## src/rtl/cxl_event_fifo.sv

```systemverilog
// Cancel-event FIFO: registered show-ahead valid/ready output with a sticky overflow flag.
// Optional per-FIFO accept/drop statistics are enabled by defining CXL_FIFO_STATS_EN.
module cxl_event_fifo #(
  parameter int DEPTH = 8,
  parameter int ID_W  = 5,
  parameter int AMT_W = 16
) (
  input  logic                       clk,
  input  logic                       rst,
  input  logic                       in_valid,
  input  logic [ID_W-1:0]            in_client_id,
  input  logic [AMT_W-1:0]           in_amount,
  output logic                       out_valid,
  input  logic                       out_ready,
  output logic [ID_W-1:0]            out_client_id,
  output logic [AMT_W-1:0]           out_amount,
  output logic [$clog2(DEPTH):0]     count,
  output logic                       full,
  output logic                       empty,
  output logic                       overflow
`ifdef CXL_FIFO_STATS_EN
  ,
  output logic [15:0]                accept_cnt,
  output logic [15:0]                drop_cnt
`endif
);

  localparam int PTR_W = $clog2(DEPTH);
  localparam int CNT_W = PTR_W + 1;

  typedef struct packed {
    logic [ID_W-1:0]  id;
    logic [AMT_W-1:0] amt;
  } entry_t;

  entry_t             mem [DEPTH];
  logic [PTR_W-1:0]   head;
  logic [PTR_W-1:0]   tail;
  logic [CNT_W-1:0]   cnt_q;
  logic [CNT_W-1:0]   cnt_nxt;
  logic [PTR_W-1:0]   head_nxt;
  entry_t             head_dat_nxt;
  entry_t             out_q;
  logic               ovf_q;
  logic               do_push;
  logic               do_pop;
  logic               drop;

  assign empty     = (cnt_q == '0);
  assign full      = (cnt_q == CNT_W'(DEPTH));
  assign out_valid = !empty;
  assign count     = cnt_q;
  assign overflow  = ovf_q;
  assign out_client_id = out_q.id;
  assign out_amount    = out_q.amt;

  // A full FIFO may still accept when the head leaves on the same edge.
  assign do_pop  = out_valid && out_ready;
  assign do_push = in_valid && (!full || do_pop);
  assign drop    = in_valid && full && !do_pop;

  always_comb begin
    cnt_nxt = cnt_q;
    case ({do_push, do_pop})
      2'b10:   cnt_nxt = cnt_q + CNT_W'(1);
      2'b01:   cnt_nxt = cnt_q - CNT_W'(1);
      default: cnt_nxt = cnt_q;
    endcase
  end

  // Next head comes from the incoming event when that event lands in the head slot.
  always_comb begin
    head_nxt = do_pop ? head + PTR_W'(1) : head;
    if (do_push && (head_nxt == tail)) begin
      head_dat_nxt.id  = in_client_id;
      head_dat_nxt.amt = in_amount;
    end else begin
      head_dat_nxt = mem[head_nxt];
    end
  end

  always_ff @(posedge clk) begin
    if (do_push) begin
      mem[tail].id  <= in_client_id;
      mem[tail].amt <= in_amount;
    end
  end

  always_ff @(posedge clk or posedge rst) begin
    if (rst) begin
      head  <= '0;
      tail  <= '0;
      cnt_q <= '0;
      ovf_q <= 1'b0;
      out_q <= '0;
    end else begin
      if (do_push) tail <= tail + PTR_W'(1);
      if (do_pop)  head <= head + PTR_W'(1);
      cnt_q <= cnt_nxt;
      if (drop) ovf_q <= 1'b1;
      // Output registers hold their last value once the FIFO drains.
      if (cnt_nxt != '0) out_q <= head_dat_nxt;
    end
  end

`ifdef CXL_FIFO_STATS_EN
  always_ff @(posedge clk or posedge rst) begin
    if (rst) begin
      accept_cnt <= '0;
      drop_cnt   <= '0;
    end else begin
      if (do_push && accept_cnt != 16'hFFFF) accept_cnt <= accept_cnt + 16'd1;
      if (drop && drop_cnt != 16'hFFFF)      drop_cnt   <= drop_cnt + 16'd1;
    end
  end
`endif

endmodule

```

## config.mk

```make
export PLATFORM = sky130hd
export DESIGN_NAME = cxl_event_fifo
export DESIGN_NICKNAME = d
export VERILOG_FILES = /design/src/rtl/cxl_event_fifo.sv
export SDC_FILE = /design/constraint.sdc
export NUM_CORES = 1
export LEC_CHECK = 0
export ABC_AREA = 1
export CAP_MARGIN = 20
export CELL_PAD_IN_SITES_DETAIL_PLACEMENT = 0
export CELL_PAD_IN_SITES_GLOBAL_PLACEMENT = 1
export CORE_ASPECT_RATIO = 1.1
export CORE_MARGIN = 5
export CORE_UTILIZATION = 50
export CTS_CLUSTER_DIAMETER = 50
export DETAILED_ROUTE_END_ITERATION = 10
export PLACE_DENSITY_LB_ADDON = 0.3
export SYNTH_ARGS = -nofsm -noshare
export SYNTH_HDL_FRONTEND = slang
export SYNTH_SLANG_ARGS = --single-unit
```

## constraint.sdc

```tcl
create_clock -name clk -period 3.73 [get_ports clk]
set_clock_uncertainty 0.2 [all_clocks]
set_input_delay 0.746 -clock clk [delete_from_list [all_inputs] [get_ports clk]]
set_output_delay 0.746 -clock clk [all_outputs]
set_load 0.01 [all_outputs]
```

# Yosys cells after proc, flatten, opt, wreduce, memory -nomap -nowiden
# Memory sizes are Yosys's and may differ from the RTL's. A register that Yosys moved wholly into a read port is not among the register bits.
# Cells that the tools add are included.
# word_totals
reg_bits,11
ramBits,168
in_bits,25
output_inout_bits,29
word_cells,26
memories,1
# memory_table
memory,words,width,read_ports,rd_clocked_by_memory_dff,wr,line,source
mem,8,21,1,1,1,36,entry_t mem [DEPTH];
# op_classes
n_addsub,4
eq_ne,3
muxes,4
n_reduce_logical,10
# ops
operator,n
one-hot mux 4 bit (2 select lines),1
adder 3 x 1 -> 3 bit (second input constant),2
adder 4 x 1 -> 4 bit (second input constant),1
equality test 4 bit (second input constant),1
logical AND 1 bit,4
logical NOT 4 bit,1
nonzero test 4 bit,1
subtractor 4 x 1 -> 4 bit (second input constant),1
logical NOT 1 bit,3
two-way mux 3 bit,1
equality test 2 x 1 -> 1 bit (second input constant),1
equality test 2 bit (second input constant),1
two-way mux 1 bit,2
logical OR 1 bit,1

# Logic depth before layout (Yosys ltp)
# depth
ltp_word,8
ltp_mapped,18
depth_no_buf,17

# Worst setup path before layout
# Ideal clock, no wire load.
# synth_timing
kind,input to register
from,in out_ready
to,mem mem[0][0] (netlist bit) (enable)
setup_time_ns,0.399
t_arrival_ns,2.294
required_ns,3.131
path_slack_ns,0.837
cell_stages,7
path_buffers,1
cell_sequence,buf_2 > inv_1 > nand2_1 > nand2_1 > inv_1 > nand2_1 > nor2_1
# synth_via
elab_chain_cells,5
# synth_rtl
item,line,source
"start, declared",14,"input logic out_ready,"
logical AND 1 bit,58,assign do_pop = out_valid && out_ready;
logical OR 1 bit,59,assign do_push = in_valid && (!full || do_pop);
logical AND 1 bit,59,
two-way mux 1 bit,83,if (do_push) begin
two-way mux 1 bit (not written as such),85,mem[tail].amt <= in_amount;
"end, declared",36,
# Every way passes these cells.

# Final worst setup path
# layout_timing
from,in out_ready
to,reg out_amount[1] (netlist name)
# layout_via
elab_chain_cells,6
elab_cells_between_ends,8
classes_between,eq/ne: 2; mux: 2; reduce/logical: 4
# layout_rtl
item,line,source
logical AND 1 bit *,58,
logical OR 1 bit,59,
logical AND 1 bit,59,
equality test 2 x 1 -> 1 bit / equality test 2 bit (equally long branches),64,"case ({do_push, do_pop})"
one-hot mux 4 bit (2 select lines) *,64,
net cnt_nxt[2],40,logic [CNT_W-1:0] cnt_nxt;
nonzero test 4 bit *,102,if (cnt_nxt != '0) out_q <= head_dat_nxt;
# Mark *: on every way through the listed nets, which the timed path passes. The rest lies on a longest branch.
# A chain may end at the register's enable or synchronous reset.

==> metrics.csv <==
stage,metric,value,unit
clocking,clock-root-buffer,clkbuf_16,
worst_setup_path,reg2reg_to,out_amount[4],
clocking,cts_setup_buffers,0,
placed_design,dp_hpwl,13.20,mm
global_route,grt_pass1_wl,33.58,mm
worst_setup_path,critPathRequiredTime,3900,ps
clocking,cts_buffers,17,
worst_hold_path,min_path_type,register to register,
worst_setup_path,cp-start-kind,input pin,
sta,min_period,2781,ps
sta,fin_crit_sh,74.57,%
floorplanning,rows,51,
drt,drt_iter0_drc,712,
clocking,cts_hold_buf,0,
sta,tns,0,ps
global_route,first_global_vias,6111,
worst_setup_path,endpoint_kind,register,
synthesis,yosysTopAreaCellShare,56.05,%
finish,final_area,10470,µm²
power,finalPower,8.673,mW
finish,n_antenna_cell,0,
drt,final_antenna_net_count,0,
power,p_leak,4.543,nW
worst_setup_path,r2r_slack,1280,ps
placed_design,place_ws,503.5,ps
finish,synthToLayoutAreaGrowth,16.29,%
outcome,status,finished clean,
global_route,grt_overflow,0,
finish,layout_common_cells,"nand2_1 (357), edfxtp_1 (168), nand3_1 (115), inv_1 (109), clkdlybuf4s50_1 (53)",
clocking,cts_tree,yes,
global_route,grt_max_degree,50,
sta,final_max_slew_viol_count,0,
flow_run,drv_cap,0,
drt,avgRoutedWirePerCell,17.46,µm
synthesis,ys_ff_latch,200,
drt,drc,0,
synthesis,synth_area_per_cell,9.868,µm²
floorplanning,num_io_pins,54,
placed_design,port_buffers,53,
floorplanning,die_h,150.7,µm
finish,final_common_cell,nand2_1,
drt,vias_per_cell,5.197,
sta,tightest_slew,494.2,ps
worst_setup_path,cp.arrival,2950,ps
synthesis,syn-cell-area,9000,µm²
power,ir_drop,0.0004227,V
worst_setup_path,cp-endpoint,out_amount[1],
finish,final_util,59.21,%
clocking,clk_pin_slew_worst_paths,70,ps
sta,hold_viol_final,0,
worst_setup_path,r2r_cells,14,
synthesis,ys_types,27,
sta,worst_slack,948.7,ps
sta,slew-limit-headroom,67.05,%
power,power.density,828.7,nW/µm²
global_route,antenna_found_initial,0,
floorplanning,initial_core_util,50.92,%
clocking,cts_resized,0,
placed_design,placed_cell_area,9902,µm²
clocking,cts_htree_levels,4,
synthesis,seq_area_frac_synth,64.95,%
sta,fmaxAchievable,359.5,MHz
synthesis,ys_top_cells_by_area,"edfxtp_1 (56%), nand2_1 (15%), dfrtp_1 (8.9%)",
floorplanning,die_area,20790,µm²
finish,final_net_count,1004,
worst_setup_path,startpoint,out_ready,
synthesis,netlist_instances,912,
floorplanning,core-area,17680,µm²
finish,drive_gt1_share,9.909,%
worst_setup_path,r2r-start,count[2],
clocking,insertion_delay,440,ps
drt,via_count,6377,
synthesis,ys_warn_count,0,
clocking,clk_path_buf_depth,2,
clocking,clock-sinks,200,
synthesis,synth_top_area_cell,edfxtp_1,
drt,first_pass_iters,5,
synthesis,synth_nets,940,
sta,rsz0062_at_grt,false,
placed_design,routabilityCongestion,0.7877,
sta,setup_violations,0,
drt,drt-total-wl,21.42,mm
global_route,grtUsageTotal,21.69,%
worst_setup_path,path_max_fanout,21,
floorplanning,die_w,137.9,µm
worst_setup_path,path_class,input pin to register,
[how the worst min path moves through the flow]
stage	from	endpoint	slack, ps	cells after the start
after floorplan	overflow	overflow	310	1
after global placement	overflow	overflow	270	1
after detailed placement	overflow	overflow	280	1
after CTS	overflow	overflow	290	1
after global routing	overflow	overflow	320	1
final	overflow	overflow	280	1
[logic make-up (layout without fill, tap and decap cells)]
logic type | count (synthesis) | after routing | synth area share, %
compound gates | 5 | 5 | 0.3752
simple gates | 541 | 541 | 26.21
buf+inv | 159 | 236 | 7.577
xor+xnor | 4 | 4 | 0.4728
fa+ha+maj | 3 | 3 | 0.4171
flops | 200 | 200 | 64.95
[registers in the layout, indices dropped and copies added, names as in the netlist]
register	count
out_amount	16
overflow	1
tail	3
mem	168
out_client_id	5
head	3
count	4
[cell type report]
cell class	instances	area [µm²]
Timing Repair Buffer	92	835.8
Tap cell	238	297.8
Clock inverter	14	135.1
Sequential cell	200	5846
Clock buffer	18	429.2
Inverter	112	420.4
Multi-Input combinational cell	553	2502
Fill cell	1487	7209
[synthesized netlist by cell type]
cell,instances
o21ai_0,1
nand2_1,358
nand3_1,115
o21bai_1,2
xor2_2,1
xnor2_1,1
clkbuf_4,2
ha_1,3
nor2_2,3
nor2_1,10
buf_2,26
nand3_2,2
nand3_4,1
o21ai_2,1
nand2_4,2
inv_1,109
nor2_4,2
inv_2,3
o21ai_1,1
xor2_1,2
buf_4,10
clkbuf_1,8
nand2_2,5
dfrtp_1,32
buf_6,1
nand4_1,43
edfxtp_1,168
[worst max-delay path: stages]
cell	delay, ps
clkdlybuf4s50_1	670
nand3_1	210
nand2_1	140
inv_1	50
ha_1	160
inv_1	50
nand2_1	60
inv_1	60
nand2_1	40
nand3_1	70
nand2_2	70
nor2_4	120
buf_4	270
nand4_1	130
nand2_1	90
[metrics by stage]
step           instances  hold slack [ps]
6_report            1227            284.9
5_1_grt             1227            323.0
4_1_cts             1227            294.9
3_5_place_dp        1195            276.4
3_3_place_gp        1195            265.6
2_1_floorplan        912            313.4
[report_power, final]
| part | switching, mW | internal, mW |
|---|---|---|
| combinational | 2.52 | 1.32 |
| sequential | 0.194 | 2.86 |
| clock | 0.846 | 0.937 |
| total | 3.56 | 5.12 |
[layer usage]
metal | up-vias | global-route usage [%] | part of all wire [%]
li1 | 3122 | - | -
met1 | 2969 | 29.67 | 43
met5 | - | 0 | 0
met2 | 250 | 34.94 | 47
met3 | 36 | 4.412 | 7.7
met4 | 0 | 7.065 | 2.3
Power figures use the tool's default switching activity.
